==> src/rtl/lsu_pkg.sv <==
// Shared size codes, FSM encoding and byte-lane helpers for the load/store unit.
package lsu_pkg;

    localparam int unsigned ADDR_W = 32;
    localparam int unsigned DATA_W = 32;
    localparam int unsigned BE_W   = 4;

    localparam logic [1:0] SZ_BYTE = 2'd0;
    localparam logic [1:0] SZ_HALF = 2'd1;
    localparam logic [1:0] SZ_RSVD = 2'd2;
    localparam logic [1:0] SZ_WORD = 2'd3;

    localparam logic [BE_W-1:0] BE_BYTE = 4'b0001;
    localparam logic [BE_W-1:0] BE_HALF = 4'b0011;
    localparam logic [BE_W-1:0] BE_WORD = 4'b1111;

    typedef enum logic [1:0] {
        ST_IDLE = 2'd0,
        ST_BUS  = 2'd1,
        ST_RESP = 2'd2
    } lsuState_t;

    // Natural alignment check; the reserved size is never aligned.
    function automatic logic isAligned(input logic [1:0] size, input logic [1:0] offset);
        case (size)
            SZ_BYTE: isAligned = 1'b1;
            SZ_HALF: isAligned = ~offset[0];
            SZ_WORD: isAligned = (offset == 2'b00);
            default: isAligned = 1'b0;
        endcase
    endfunction

    // Unshifted byte-enable mask for an access size.
    function automatic logic [BE_W-1:0] baseMask(input logic [1:0] size);
        case (size)
            SZ_BYTE: baseMask = BE_BYTE;
            SZ_HALF: baseMask = BE_HALF;
            SZ_WORD: baseMask = BE_WORD;
            default: baseMask = '0;
        endcase
    endfunction

    // Store data replicated across lanes; for an aligned access this equals the
    // lane data rotated by the byte offset, so every enabled lane holds the right byte.
    function automatic logic [DATA_W-1:0] laneData(input logic [1:0] size,
                                                   input logic [DATA_W-1:0] wdata);
        case (size)
            SZ_BYTE: laneData = {4{wdata[7:0]}};
            SZ_HALF: laneData = {2{wdata[15:0]}};
            default: laneData = wdata;
        endcase
    endfunction

endpackage

==> src/rtl/lsu_load_ext.sv <==
// Combinational load lane extract and zero/sign extension.
module lsu_load_ext
    import lsu_pkg::*;
(
    input  logic [DATA_W-1:0] rdata,
    input  logic [1:0]        offset,
    input  logic [1:0]        size,
    input  logic              isSigned,
    output logic [DATA_W-1:0] extData_c
);

    logic [DATA_W-1:0] shifted;

    // Shift the addressed lane down, then extend to a full word.
    always_comb begin
        shifted   = rdata >> {offset, 3'b000};
        extData_c = shifted;
        case (size)
            SZ_BYTE: extData_c = {{24{isSigned & shifted[7]}}, shifted[7:0]};
            SZ_HALF: extData_c = {{16{isSigned & shifted[15]}}, shifted[15:0]};
            default: extData_c = shifted;
        endcase
    end

endmodule

==> src/rtl/lsu_mem_ctrl.sv <==
// Load/store sequencer between the MEM stage and the word-wide data memory bus.
module lsu_mem_ctrl
    import lsu_pkg::*;
#(
    parameter int unsigned TIMEOUT_CYCLES = 64,
    parameter int unsigned CNT_W          = 7
) (
    input  logic              clk,
    input  logic              rst_n,
    input  logic              req_valid,
    output logic              req_ready,
    input  logic              req_we,
    input  logic [1:0]        req_size,
    input  logic              req_signed,
    input  logic [ADDR_W-1:0] req_addr,
    input  logic [DATA_W-1:0] req_wdata,
    output logic              mem_req,
    output logic              mem_we,
    output logic [ADDR_W-1:0] mem_addr,
    output logic [BE_W-1:0]   mem_be,
    output logic [DATA_W-1:0] mem_wdata,
    input  logic              mem_ack,
    input  logic [DATA_W-1:0] mem_rdata,
    output logic              rsp_valid,
    output logic [DATA_W-1:0] rsp_data,
    output logic              rsp_adel,
    output logic              rsp_ades,
    output logic              rsp_buserr,
    output logic [ADDR_W-1:0] rsp_badaddr
);

    localparam bit               TIMEOUT_EN = (TIMEOUT_CYCLES != 0);
    localparam logic [CNT_W-1:0] CNT_LAST   =
        CNT_W'((TIMEOUT_CYCLES == 0) ? 0 : TIMEOUT_CYCLES - 1);

    lsuState_t         state;
    logic [CNT_W-1:0]  cnt;
    logic [ADDR_W-1:0] addrReg;
    logic [1:0]        sizeReg;
    logic              signedReg;
    logic              weReg;
    logic [DATA_W-1:0] extData;
    logic              accept;
    logic              aligned;

    assign accept  = req_valid & req_ready;
    assign aligned = isAligned(req_size, req_addr[1:0]);

    lsu_load_ext u_loadExt (
        .rdata     (mem_rdata),
        .offset    (addrReg[1:0]),
        .size      (sizeReg),
        .isSigned  (signedReg),
        .extData_c (extData)
    );

    // Access sequencer: accept, bus handshake with timeout, one-cycle response.
    always_ff @(posedge clk or negedge rst_n) begin
        if (!rst_n) begin
            state       <= ST_IDLE;
            cnt         <= '0;
            addrReg     <= '0;
            sizeReg     <= SZ_BYTE;
            signedReg   <= 1'b0;
            weReg       <= 1'b0;
            req_ready   <= 1'b1;
            mem_req     <= 1'b0;
            mem_we      <= 1'b0;
            mem_addr    <= '0;
            mem_be      <= '0;
            mem_wdata   <= '0;
            rsp_valid   <= 1'b0;
            rsp_data    <= '0;
            rsp_adel    <= 1'b0;
            rsp_ades    <= 1'b0;
            rsp_buserr  <= 1'b0;
            rsp_badaddr <= '0;
        end else begin
            case (state)
                ST_IDLE: begin
                    if (accept) begin
                        req_ready <= 1'b0;
                        cnt       <= '0;
                        addrReg   <= req_addr;
                        sizeReg   <= req_size;
                        signedReg <= req_signed;
                        weReg     <= req_we;
                        if (aligned) begin
                            state     <= ST_BUS;
                            mem_req   <= 1'b1;
                            mem_we    <= req_we;
                            mem_addr  <= {req_addr[ADDR_W-1:2], 2'b00};
                            mem_be    <= BE_W'(baseMask(req_size) << req_addr[1:0]);
                            mem_wdata <= laneData(req_size, req_wdata);
                        end else begin
                            state       <= ST_RESP;
                            rsp_valid   <= 1'b1;
                            rsp_data    <= '0;
                            rsp_adel    <= ~req_we;
                            rsp_ades    <= req_we;
                            rsp_badaddr <= req_addr;
                        end
                    end
                end
                ST_BUS: begin
                    if (mem_ack) begin
                        state     <= ST_RESP;
                        mem_req   <= 1'b0;
                        rsp_valid <= 1'b1;
                        rsp_data  <= weReg ? '0 : extData;
                    end else if (TIMEOUT_EN && (cnt == CNT_LAST)) begin
                        state       <= ST_RESP;
                        mem_req     <= 1'b0;
                        rsp_valid   <= 1'b1;
                        rsp_data    <= '0;
                        rsp_buserr  <= 1'b1;
                        rsp_badaddr <= addrReg;
                    end else begin
                        cnt <= cnt + CNT_W'(1);
                    end
                end
                ST_RESP: begin
                    state       <= ST_IDLE;
                    req_ready   <= 1'b1;
                    rsp_valid   <= 1'b0;
                    rsp_data    <= '0;
                    rsp_adel    <= 1'b0;
                    rsp_ades    <= 1'b0;
                    rsp_buserr  <= 1'b0;
                    rsp_badaddr <= '0;
                end
                default: begin
                    state     <= ST_IDLE;
                    req_ready <= 1'b1;
                    mem_req   <= 1'b0;
                    rsp_valid <= 1'b0;
                end
            endcase
        end
    end

endmodule
==> config.mk <==
export PLATFORM = sky130hd
export DESIGN_NAME = lsu_mem_ctrl
export DESIGN_NICKNAME = d
export VERILOG_FILES = /design/src/rtl/lsu_pkg.sv /design/src/rtl/lsu_load_ext.sv /design/src/rtl/lsu_mem_ctrl.sv
export SDC_FILE = /design/constraint.sdc
export NUM_CORES = 1
export LEC_CHECK = 0
export BUFFER_PORTS_ARGS = -buffer_cell sky130_fd_sc_hd__buf_2
export CAP_MARGIN = 10
export CORE_MARGIN = 5
export CORE_UTILIZATION = 52
export DETAILED_ROUTE_END_ITERATION = 12
export GPL_ROUTABILITY_DRIVEN = 0
export PLACE_DENSITY = 0.8
export REMOVE_ABC_BUFFERS = 1
export SLEW_MARGIN = 20
export SYNTH_ARGS = -nofsm -noshare
export SYNTH_HDL_FRONTEND = slang
export SYNTH_SLANG_ARGS = --single-unit
export TNS_END_PERCENT = 1
==> constraint.sdc <==
create_clock -name clk -period 2.9 [get_ports clk]
set_input_delay 0.29 -clock clk [delete_from_list [all_inputs] [get_ports clk]]
set_output_delay 0.29 -clock clk [all_outputs]
set_load 0.01 [all_outputs]
==> impl_metrics.csv <==
group,metric,value,unit
synthesis,synth_top_cell_by_area,"dfrtp_1",
floorplanning,rows,46,
route,firstDrtPassIters,5,
route,via_per_inst,5.34,
route,wl,22900,um
synthesis,synth_area,8540,um^2
sta,fmax,0.396,GHz
critical_path,cp_max_fo,39,
final_layout,antennaDiodeCount,0,
floorplanning,core,16000,um^2
sta,tightest_slew,0.833,ns
pwr,ir_drop,0.656,mV
final_layout,drive_gt1_share,26.5,%
grt,grt_max_degree,88,
place,hpwl,16000,um
clock_network,cts.sinks,182,
floorplanning,dieWidth,138,um
critical_path,critical_path_class,"flop to flop",
sta,rsz0062_at_grt,"no",
route,vias,7362,
clock_network,cts_inserted_buffers,17,
critical_path,path_cells,"inv_1 > ha_1 > nor2b_1 > a221oi_1 > a211o_2 > buf_12 > nor2_4 > a22o_1",
grt,grt_pass1_wl,37900,um
synthesis,synth-async-reset-ratio,100,%
sta,fin_crit,2.52,ns
grt,grtUsageTotal,23.9,%
sta,finalMaxSlewViolations,0,
synthesis,synth_top_area_share,53.0,%
route,drt_iter0_drc,519,
place,placed_cells,1345,
clock_network,cts_tree,"done",
synthesis,synth-edff-count,0,
critical_path,arrival,2.84,ns
floorplanning,die_y,138,um
pwr,p_leak,5.47,nW
synthesis,ys_types,45,
critical_path,end_kind,"flop",
final_layout,fillers,1372,
final_layout,fin_cells,1378,
pwr,power_density,1090,nW/um^2
clock_network,clockBufferDepth,2,
sta,finalSetupViolCount,0,
sta,maxSlewHeadroom,44.5,%
floorplanning,initial_core_util,53.4,%
critical_path,path_buf_inv,2,
floorplanning,dieArea,19100,um^2
synthesis,synthTopCellsByCount,"271 x nand2_1, 181 x dfrtp_1, 97 x a21oi_1",
grt,grt_pass1_vias,7247,
final_layout,nets,1257,
critical_path,cpPeakStageDelay,0.45,ns
sta,setup_tns,0,ns
clock_network,cts-root-buf,"clkbuf_16",
route,wl_per_cell,16.6,um
critical_path,required,3.22,ns
run_status,status,"finished clean",
grt,antenna_found_initial,1,
critical_path,crit_family,"compound AO/OA/AOI/OAI gates",
place,io_buffer_count,240,
grt,gr-total-overflow,0,
min_path,hp-class,"input pin to flop",
final_layout,area_growth,23.3,%
sta,min_period_over_period,87.0,%
synthesis,synth.avg_cell_area,9.11,um^2
route,route.detailed.drc,0,
route,drtAntennaViolNets,0,
sta,hold_viol,0,
critical_path,start_kind,"flop",
critical_path,cp_slowest_cell,"a221oi_1",
synthesis,netlist_instances,937,
run,drv_cap,0,
clock_network,insertion_delay,0.43,ns
clock_network,htree_levels,4,
synthesis,yosys-top-cells-area,"dfrtp_1 53%, nand2_1 12%, a21oi_1 5.7%, mux2i_1 5.0%, nor2b_1 3.4%",
synthesis,synth_flop_cell,"dfrtp_1",
synthesis,yosysSeqAreaShare,53.4,%
sta,skew,0.00909,ns
synthesis,yosys_register_bits,182,
clock_network,path_clk_slew,0.07,ns
floorplanning,io_pins,243,
synthesis,synth.most_common_cell,"nand2_1",
synthesis,yosysWarnings,0,
-- timing repair --
item / CTS / global route
resized for setup: 0 / 0
setup buffers: 0 / 0
endpoints found under the hold margin: 71 / 0
hold buffers: 1 / 0
-- stage by stage --
step	area (um^2)	utilization (%)	setup WS, ns	power, mW	hold WS (ns)
after floorplan	8230	-	-1.02	7.28	-0.00559
after global placement	9930	62.1	0.472	9.16	0.364
after detailed placement	9930	62.1	0.398	9.32	0.365
after CTS	10500	65.8	0.390	11.6	0.0479
after global routing	10500	65.8	0.155	12.4	0.0474
final	10500	65.8	0.378	11.5	0.0577
-- report_power, final --
part / switching [mW] / internal [mW] / leakage [nW] / total (mW)
logic: 3.13 / 1.87 / 2.91 / 5.00
registers: 0.658 / 3.60 / 2.30 / 4.26
clock network: 0.980 / 1.28 / 0.268 / 2.26
total: 4.77 / 6.76 / 5.47 / 11.5
-- flip-flops by register name, indices dropped and copies added, names as in the netlist, 2 cells and up --
| register | count |
|---|---|
| addrReg | 32 |
| mem_wdata | 32 |
| rsp_badaddr | 32 |
| rsp_data | 32 |
| mem_addr | 30 |
| cnt | 7 |
| mem_be | 4 |
| sizeReg | 2 |
| state | 2 |
-- kinds of logic after synthesis --
family	after synthesis	synth area share, %
other cells	1	0.0439
xor+xnor	3	0.308
fa+ha+maj	4	0.586
simple gates	413	20.4
compound gates	217	16.2
mux	44	5.17
flops	182	53.4
buf+inv	73	3.88
-- placed cells by master, fill, tap and decap left out, types with 2 or more instances in the layout --
cell / synthesis / routed
a2111oi_2: 8 / 8
a211oi_1: 10 / 10
a21o_1: 8 / 8
a21oi_1: 97 / 97
a22o_1: 29 / 29
a22oi_1: 2 / 2
a31oi_1: 3 / 3
buf_12: 0 / 5
buf_2: 16 / 239
buf_4: 2 / 13
clkbuf_1: 37 / 2
clkbuf_16: 0 / 17
clkbuf_8: 0 / 4
clkinv_4: 0 / 2
clkinvlp_4: 0 / 5
conb_1: 1 / 2
dfrtp_1: 181 / 181
ha_1: 4 / 4
inv_1: 6 / 6
mux2i_1: 43 / 43
nand2_1: 271 / 270
nand2b_1: 2 / 2
nand3_1: 7 / 6
nor2_1: 70 / 69
nor2_4: 1 / 2
nor2b_1: 47 / 47
nor3_1: 6 / 6
o21a_1: 8 / 8
o21ai_0: 42 / 42
o31ai_1: 3 / 3
xnor2_1: 2 / 2
-- path summary, 6_finish.rpt --
check / start / end / slack, ns / cells after the start
max: state[1] / rsp_data[15] / 0.38 / 8
min: req_signed / signedReg / 0.06 / 3
max reg2reg: state[1] / rsp_data[15] / 0.38 / 8
min reg2reg: mem_addr[31] / mem_addr[31] / 0.47 / 2
max in group asynchronous: rst_n / rsp_data[30] / 1.53 / 3
min in group asynchronous: rst_n / rsp_badaddr[9] / 0.45 / 2
-- final cells by class --
class	count	area (um^2)	area share, %
Sequential cell	182	4560	43.3
Multi-Input combinational cell	683	3680	35.0
Timing Repair Buffer	259	1420	13.4
Clock buffer	23	488	4.64
Tap cell	216	270	2.57
Clock inverter	9	93.8	0.892
Inverter	6	22.5	0.214
-- per-layer routing --
| layer | wire (um) | up-vias | track usage, % |
|---|---|---|---|
| li1 | - | 3566 | - |
| met1 | 10000 | 3556 | 31.5 |
| met2 | 11300 | 206 | 40.1 |
| met3 | 1140 | 32 | 5.76 |
| met4 | 423 | 2 | 5.93 |
| met5 | 7 | - | 0 |
-- tightest hold or removal path: stages --
cell     delay (ns)
buf_2          0.08
nand2_1        0.04
nand2_1        0.05
Power figures use the tool's default switching activity.
